**src/rtl/pd_dw_lte_rdout.sv**
```systemverilog
// -----------------------------------------------------------------------------
// pd_dw_lte_rdout
//
// Readout engine for the LTE downlink power-detection result RAM. After the
// calc stage signals a completed frame (i_start), the block walks the RAM in
// address order {symb[7:0], sub[2:0]} and streams every 48-bit I^2+Q^2 value
// on a valid/ready interface. Every beat carries its symbol/sub index. The
// last beat of each symbol also carries the 51-bit sum of that symbol's
// N_SUB values.
//
// Data path:  address counter -> RAM (RD_LAT) -> skid FIFO -> output register
// RAM reads are credit-limited so that every in-flight read has a FIFO slot
// reserved. A back-pressured consumer therefore never causes loss.
//
// Ports:
//   sys_clk      clock
//   sys_rst      synchronous active-high reset
//   i_start      one-cycle pulse: frame results complete, begin readout
//   o_busy       high from accepted start until the last beat is accepted
//   o_rd_en      RAM read strobe
//   o_rd_addr    RAM read address {symb, sub}
//   i_rd_data    RAM read data, valid RD_LAT cycles after o_rd_en
//   o_valid      output beat valid
//   i_ready      consumer ready; beat accepted on o_valid & i_ready
//   o_data       power value of the beat
//   o_symb       symbol index of the beat
//   o_sub        sub index of the beat
//   o_symb_end   beat is the last sub of its symbol
//   o_symb_pwr   sum of the symbol's values when o_symb_end=1, else 0
//   o_last       beat is the final entry of the frame
//   o_done       one-cycle pulse after the o_last beat is accepted
// -----------------------------------------------------------------------------
module pd_dw_lte_rdout #(
  parameter int N_SYMB     = 140,
  parameter int N_SUB      = 8,
  parameter int RD_LAT     = 2,
  parameter int FIFO_DEPTH = 4
) (
  input  logic        sys_clk,
  input  logic        sys_rst,
  input  logic        i_start,
  output logic        o_busy,
  output logic        o_rd_en,
  output logic [10:0] o_rd_addr,
  input  logic [47:0] i_rd_data,
  output logic        o_valid,
  input  logic        i_ready,
  output logic [47:0] o_data,
  output logic [7:0]  o_symb,
  output logic [2:0]  o_sub,
  output logic        o_symb_end,
  output logic [50:0] o_symb_pwr,
  output logic        o_last,
  output logic        o_done
);

  localparam int PTR_W = (FIFO_DEPTH > 1) ? $clog2(FIFO_DEPTH) : 1;
  localparam int CNT_W = $clog2(FIFO_DEPTH + 1);
  // Wide enough for (in-flight reads + FIFO occupancy).
  localparam int OUT_W = $clog2(FIFO_DEPTH + RD_LAT + 1);

  // Per-beat side information, computed when the address is issued.
  typedef struct packed {
    logic [7:0] symb;
    logic [2:0] sub;
    logic       symb_end;
    logic       last;
  } tag_t;

  typedef struct packed {
    logic [47:0] data;
    tag_t        tag;
  } beat_t;

  typedef enum logic [1:0] {
    S_IDLE,
    S_READ,
    S_DRAIN
  } state_t;

  state_t               state_q;
  state_t               state_d;

  logic [7:0]           symb_q;
  logic [2:0]           sub_q;
  logic                 issue_last;
  tag_t                 issue_tag;
  logic                 rd_en;

  logic [RD_LAT-1:0]    vld_sr;
  tag_t                 tag_sr [RD_LAT];
  logic                 ret_vld;
  beat_t                ret_beat;
  logic [OUT_W-1:0]     inflight;
  logic [OUT_W-1:0]     outstanding;

  beat_t                fifo_mem [FIFO_DEPTH];
  logic [PTR_W-1:0]     wr_ptr;
  logic [PTR_W-1:0]     rd_ptr;
  logic [CNT_W-1:0]     fifo_cnt;
  logic                 fifo_empty;
  logic                 fifo_push;
  logic                 fifo_pop;
  logic                 bypass;

  beat_t                out_q;
  logic                 out_vld;
  logic                 out_take;
  logic                 accept;

  logic [50:0]          acc_q;
  logic [50:0]          sum_now;
  logic                 done_q;

  // ---------------------------------------------------------------------------
  // FSM: state register / next-state / outputs
  // ---------------------------------------------------------------------------
  // NOTE: clocked state uses non-blocking (<=) so every register samples
  // pre-edge values; blocking here would create order-dependent simulation.
  always_ff @(posedge sys_clk) begin
    if (sys_rst) state_q <= S_IDLE;
    else         state_q <= state_d;
  end

  // NOTE: every signal driven in always_comb gets a default first, so no
  // path leaves it unassigned and no latch is inferred.
  always_comb begin
    state_d = state_q;
    case (state_q)
      S_IDLE:  if (i_start)                      state_d = S_READ;
      S_READ:  if (rd_en && issue_last)          state_d = S_DRAIN;
      S_DRAIN: if (accept && out_q.tag.last)     state_d = S_IDLE;
      default:                                   state_d = S_IDLE;
    endcase
  end

  // A read is issued only when a FIFO slot can be reserved for its return.
  always_comb begin
    o_busy = (state_q != S_IDLE);
    rd_en  = (state_q == S_READ) && (outstanding < OUT_W'(FIFO_DEPTH));
  end

  assign o_rd_en = rd_en;

  // ---------------------------------------------------------------------------
  // Address counters: sub wraps and carries into symb; the counter parks on
  // the final address instead of advancing past it.
  // ---------------------------------------------------------------------------
  assign issue_last = (symb_q == 8'(N_SYMB - 1)) && (sub_q == 3'(N_SUB - 1));

  always_ff @(posedge sys_clk) begin
    if (sys_rst || state_q == S_IDLE) begin
      symb_q <= '0;
      sub_q  <= '0;
    end else if (rd_en && !issue_last) begin
      if (sub_q == 3'(N_SUB - 1)) begin
        sub_q  <= '0;
        symb_q <= symb_q + 1'b1;
      end else begin
        sub_q  <= sub_q + 1'b1;
      end
    end
  end

  assign o_rd_addr = {symb_q, sub_q};

  always_comb begin
    issue_tag          = '0;
    issue_tag.symb     = symb_q;
    issue_tag.sub      = sub_q;
    issue_tag.symb_end = (sub_q == 3'(N_SUB - 1));
    issue_tag.last     = issue_last;
  end

  // ---------------------------------------------------------------------------
  // Read-return tracking. The valid shift register is reset so that reads in
  // flight at reset are discarded; the tags travel alongside it.
  // ---------------------------------------------------------------------------
  always_ff @(posedge sys_clk) begin
    if (sys_rst) begin
      vld_sr <= '0;
    end else begin
      vld_sr[0] <= rd_en;
      for (int i = 1; i < RD_LAT; i++) vld_sr[i] <= vld_sr[i-1];
    end
  end

  // NOTE: tag and FIFO storage carry no reset; their contents only matter
  // when qualified by vld_sr / fifo_cnt, which are reset.
  always_ff @(posedge sys_clk) begin
    tag_sr[0] <= issue_tag;
    for (int i = 1; i < RD_LAT; i++) tag_sr[i] <= tag_sr[i-1];
  end

  assign ret_vld = vld_sr[RD_LAT-1];

  always_comb begin
    ret_beat      = '0;
    ret_beat.data = i_rd_data;
    ret_beat.tag  = tag_sr[RD_LAT-1];
  end

  always_comb begin
    inflight = '0;
    for (int i = 0; i < RD_LAT; i++) inflight = inflight + OUT_W'(vld_sr[i]);
  end

  assign outstanding = inflight + OUT_W'(fifo_cnt);

  // ---------------------------------------------------------------------------
  // Skid FIFO. Returning data bypasses straight into the output register when
  // the FIFO is empty and the register can take it; otherwise it queues
  // behind older entries so ordering is preserved.
  // ---------------------------------------------------------------------------
  assign fifo_empty = (fifo_cnt == '0);
  assign accept     = out_vld && i_ready;
  assign out_take   = !out_vld || i_ready;
  assign fifo_pop   = out_take && !fifo_empty;
  assign bypass     = out_take && fifo_empty && ret_vld;
  assign fifo_push  = ret_vld && !bypass;

  function automatic logic [PTR_W-1:0] ptr_inc(input logic [PTR_W-1:0] p);
    return (p == PTR_W'(FIFO_DEPTH - 1)) ? '0 : p + 1'b1;
  endfunction

  always_ff @(posedge sys_clk) begin
    if (fifo_push) fifo_mem[wr_ptr] <= ret_beat;
  end

  always_ff @(posedge sys_clk) begin
    if (sys_rst) begin
      wr_ptr   <= '0;
      rd_ptr   <= '0;
      fifo_cnt <= '0;
    end else begin
      if (fifo_push) wr_ptr <= ptr_inc(wr_ptr);
      if (fifo_pop)  rd_ptr <= ptr_inc(rd_ptr);
      case ({fifo_push, fifo_pop})
        2'b10:   fifo_cnt <= fifo_cnt + 1'b1;
        2'b01:   fifo_cnt <= fifo_cnt - 1'b1;
        default: fifo_cnt <= fifo_cnt;
      endcase
    end
  end

  // Credits guarantee a slot for every return.
  a_fifo_no_overflow: assert property (@(posedge sys_clk) disable iff (sys_rst)
    (fifo_push && !fifo_pop) |-> (fifo_cnt < CNT_W'(FIFO_DEPTH)));

  // ---------------------------------------------------------------------------
  // Output register: holds the beat until accepted. Fields are cleared when
  // no beat is presented, so an idle interface reads as all zeros.
  // ---------------------------------------------------------------------------
  always_ff @(posedge sys_clk) begin
    if (sys_rst) begin
      out_vld <= 1'b0;
      out_q   <= '0;
    end else if (out_take) begin
      if (!fifo_empty) begin
        out_vld <= 1'b1;
        out_q   <= fifo_mem[rd_ptr];
      end else if (ret_vld) begin
        out_vld <= 1'b1;
        out_q   <= ret_beat;
      end else begin
        out_vld <= 1'b0;
        out_q   <= '0;
      end
    end
  end

  // ---------------------------------------------------------------------------
  // Symbol power: the accumulator holds the sum of the accepted beats of the
  // current symbol; the symbol-end beat presents accumulator + its own data.
  // 8 x (2^48-1) fits in 51 bits, so no saturation is needed.
  // ---------------------------------------------------------------------------
  assign sum_now = acc_q + {3'b000, out_q.data};

  always_ff @(posedge sys_clk) begin
    if (sys_rst)                acc_q <= '0;
    else if (accept) begin
      if (out_q.tag.symb_end)   acc_q <= '0;
      else                      acc_q <= sum_now;
    end
  end

  always_ff @(posedge sys_clk) begin
    if (sys_rst) done_q <= 1'b0;
    else         done_q <= accept && out_q.tag.last;
  end

  assign o_valid    = out_vld;
  assign o_data     = out_q.data;
  assign o_symb     = out_q.tag.symb;
  assign o_sub      = out_q.tag.sub;
  assign o_symb_end = out_q.tag.symb_end;
  assign o_last     = out_q.tag.last;
  assign o_symb_pwr = out_q.tag.symb_end ? sum_now : '0;
  assign o_done     = done_q;

endmodule

```
**config.mk**
```make
export PLATFORM = sky130hd
export DESIGN_NAME = pd_dw_lte_rdout
export DESIGN_NICKNAME = d
export VERILOG_FILES = /design/src/rtl/pd_dw_lte_rdout.sv
export SDC_FILE = /design/constraint.sdc
export NUM_CORES = 1
export LEC_CHECK = 0
export ABC_AREA = 1
export BUFFER_PORTS_ARGS = -buffer_cell sky130_fd_sc_hd__buf_4
export CAP_MARGIN = 20
export CORE_AREA = 8 8 199 201
export CTS_CLUSTER_SIZE = 40
export DETAILED_ROUTE_END_ITERATION = 8
export DIE_AREA = 0 0 207 209
export PLACE_DENSITY = 0.71
export SLEW_MARGIN = 0
export SYNTH_ARGS = -nofsm -noshare
export SYNTH_HDL_FRONTEND = slang
export SYNTH_SLANG_ARGS = --single-unit
```
**constraint.sdc**
```tcl
create_clock -name sys_clk -period 8.4 [get_ports sys_clk]
set_clock_uncertainty 0.15 [all_clocks]
set_input_delay 1.68 -clock sys_clk [delete_from_list [all_inputs] [get_ports sys_clk]]
set_output_delay 1.68 -clock sys_clk [all_outputs]
set_load 0.1 [all_outputs]
```
==> summary.txt <==
Logic synthesis
  • Synth cell types: 44
  • Register area share after synthesis: 53.4%
  • Synth warn: 0
  • Flop and latch count out of synthesis: between 400 and 500
  • Number of flops mapped to enable cells by yosys: about 240
  • Mapped Nets: 2494
  • Synth top area share: a little under two fifths
  • Synth Area per Inst: between 8 and 9 um2
  • Cell Area, Synth: around 0.020 mm2
  • Main flop type after synthesis: edfxtp_1
  • Post-synthesis cell count: between 2000 and 2500
  • Ranking of synthesized cells by area: edfxtp_1, dfxtp_1, nand2_1
  • Ys async rst share: 0%
  • Post-synth top area cell: edfxtp_1

Global route
  • Largest net degree at the start of global routing: between 90 and 100
  • GRT overflow: 0
  • Number of global-route vias before repair: roughly 16000
  • Initial antenna violation count: 5
  • Global-route wire length before repair: between 80000 and 90000 um
  • Tot GR Track Use: a little over a quarter

Clock tree
  • Clock Latency Late Sink: slightly below 600 ps
  • Cts hold-fix bufs: 0
  • CTS buffer count: 43
  • Clock transition at the registers of the reported paths: roughly 60 ps
  • Maximum root-to-sink buffer count: 3
  • Sink Count: approximately 410
  • CTS HTree Levels: 2
  • Setup Fix Bufs, Post-CTS: 0
  • Root Buffer: clkbuf_16
  • Cts repair resizes: 0
  • CTS tree: built

Route
  • Detail-routed via count per cell: between 5 and 6
  • Post-route ant nets: 0
  • Post-Route WL: ~58000 um
  • Detailed-route via count: 16465
  • First-pass detailed-route iteration total: 8
  • Wire length per cell: 19.3 um
  • DRC: 0
  • DR iter-0 viols: around 1300

Cells and area
  • Post-layout util: between 60% and 70%
  • Area Growth Syn to Fin: 15.5%
  • Nets@finish: about 2600
  • Non-Filler Instances: a little over 3000
  • Commonest non-fill, non-tap cell in the layout: nand2_1
  • Layout cell share with drive strength beyond 1: between 10 and 15%
  • Most frequent cells in the layout: nand2_1, inv_1, nor2_1

STA
  • Max Freq: between 200 and 250 MHz
  • RSZ-0062 raised after global routing: no
  • Slew @ Worst Pin: 1100 ps
  • # setup viols final: 0
  • Final worst-path cycle share: approximately three fifths
  • Relative slew slack: ~27%
  • Setup TNS: 0 ps
  • Slew Viols, Final: 0
  • Hold_ws: about 180 ps
  • Fin. Hold Viols: 0
  • Min cycle time layout: between 4000 and 5000 ps

Power
  • Static leakage: 9.91 nW
  • Pwr dens: 311 mW/mm2
  • Peak VDD IR: roughly 0.00029 V

Floorplanning
  • Die ar.: around 0.043 mm2
  • Core area: around 0.036 mm2
  • # rows: 70
  • Die X: slightly above 200 um
  • I/O Pins: 179
  • Die Ht: roughly 210 um
  • Starting Density: 54.8%

Hold path
  • Worst Hold Class: register to register
  • Worst Hold Depth: 0
  • Hold Path Sink: tag_sr[0][17]$_DFF_P_
  • Hold Path Origin: tag_sr[0][4]$_DFF_P_

Setup path
  • Worst path max stage delay: about 500 ps
  • Critical path class: register to output port
  • Reg2reg start: o_valid$_SDFFE_PP0P_
  • Worst R2R End: fifo_mem[0][37]$_DFFE_PP_
  • Worst-case reg-to-reg path depth: 7
  • CP Data Arrival Time: between 3000 and 4000 ps
  • Most used cell, CP: nand2_1
  • Worst path slowest cell: dfxtp_1
  • CP endpoint kind: output port
  • Startpoint Class: register
  • Crit Path Max Fanout: 4
  • Critical Path, Cell by Cell: ha_1 -> nand2_1 -> inv_2 -> nand2_1 -> nand2_1 -> inv_1 -> nand3_2 -> nand2_1 -> nand2_1 -> nand3_1 -> nand2_1 -> nand2_1 -> nand2_1 -> nor2_1 -> buf_4
  • FF-to-FF setup slack: about 5000 ps
  • CP required: between 6000 and 7000 ps

Place
  • Port buffer count: around 180
  • Placed cell count: approximately 3000
  • Placer Congestion: around 1.0
  • Post-detail-place hpwl: roughly 41000 um

Flow run
  • MaxCap Viol Count: 0

Run status
  • Outcome: finished clean
## final cells by class
cell class / instances / area, um2
diodes: 3 / 7.51
clock buffers: 57 / 1150
clock inverters: 22 / 262
fillers: 3145 / 13300
inverters: 291 / 1090
multi-input cells: 1587 / 7780
flip-flops and latches: 408 / 10600
well taps: 468 / 586
repair buffers: 192 / 1440
## cells in the mapped netlist, drive strengths merged, types with 29 or more instances
| library cell | count |
|---|---|
| nand2 | 699 |
| inv | 290 |
| nor2 | 270 |
| edfxtp | 244 |
| dfxtp | 164 |
| o21ai | 139 |
| a21oi | 116 |
| nand3 | 99 |
| o22ai | 61 |
| ha | 58 |
| clkbuf | 57 |
| buf | 39 |
| xor2 | 30 |
| a31oi | 29 |
## per-layer routing
| metal | vias up | global-route usage, % | share of wire [%] | wire, um |
|---|---|---|---|---|
| met4 | 6 | 10.8 | 3.6 | 2090 |
| met1 | 7706 | 34.7 | 44 | 25400 |
| met5 | - | 0 | 0.063 | 37 |
| met2 | 555 | 42.0 | 45 | 26400 |
| li1 | 8083 | - | - | - |
| met3 | 115 | 5.37 | 7.6 | 4400 |
## flip-flops by register name (all words and copies together) (netlist names), 3 cells and up, named ones only
register,count
fifo_mem,244
acc_q,51
o_data,48
tag_sr,26
o_symb,8
symb_q,8
fifo_cnt,3
o_sub,3
sub_q,3
## worst max-delay path: cells and delay by family, from the launching register on
kind                       cells  cell delay (ps)
adders and majority gates      1              350
and+or+nand+nor               11             1280
buffers and inverters          3              440
DFF                            1              500
## power by group
group          switching (W)  leakage (nW)  internal [W]
logic                0.00205          5.66      0.000644
registers           0.000237          3.55       0.00227
clock network       0.000791         0.694       0.00112
total                0.00308          9.91       0.00404
## metrics by stage
stage | area, um2 | power [W] | worst slack, ps
floorplan | 19900 | 0.00448 | 2860
global placement | 21500 | 0.00520 | 3760
detailed placement | 21500 | 0.00524 | 3700
CTS | 22900 | 0.00714 | 3400
global route | 22900 | 0.00744 | 3200
finish | 22900 | 0.00712 | 3420
## how the worst max path moves through the flow
stage	startpoint	end	slack [ps]	cells after the start
finish	o_data[8]$_SDFFE_PP0P_	o_symb_pwr[34]	3420	15
global route	o_data[8]$_SDFFE_PP0P_	o_symb_pwr[34]	3200	15
CTS	o_data[0]$_SDFFE_PP0P_	o_symb_pwr[32]	3400	13
global placement	i_ready	fifo_mem[2][53]$_DFFE_PP_	3760	7
floorplan	i_ready	fifo_mem[0][0]$_DFFE_PP_	2860	5
detailed placement	i_ready	fifo_mem[0][55]$_DFFE_PP_	3700	7
## kinds of logic after synthesis
| family | Yosys count | share of synthesized area (%) |
|---|---|---|
| buffers and inverters | 387 | 7.66 |
| DFF | 408 | 53.4 |
| xor gates and xnor gates | 30 | 1.32 |
| and+or+nand+nor | 1127 | 23.4 |
| AOI/OAI and AO/OA | 370 | 10.3 |
| adders and majority gates | 60 | 3.86 |
No activity file was read; power rests on OpenSTA's default activity.
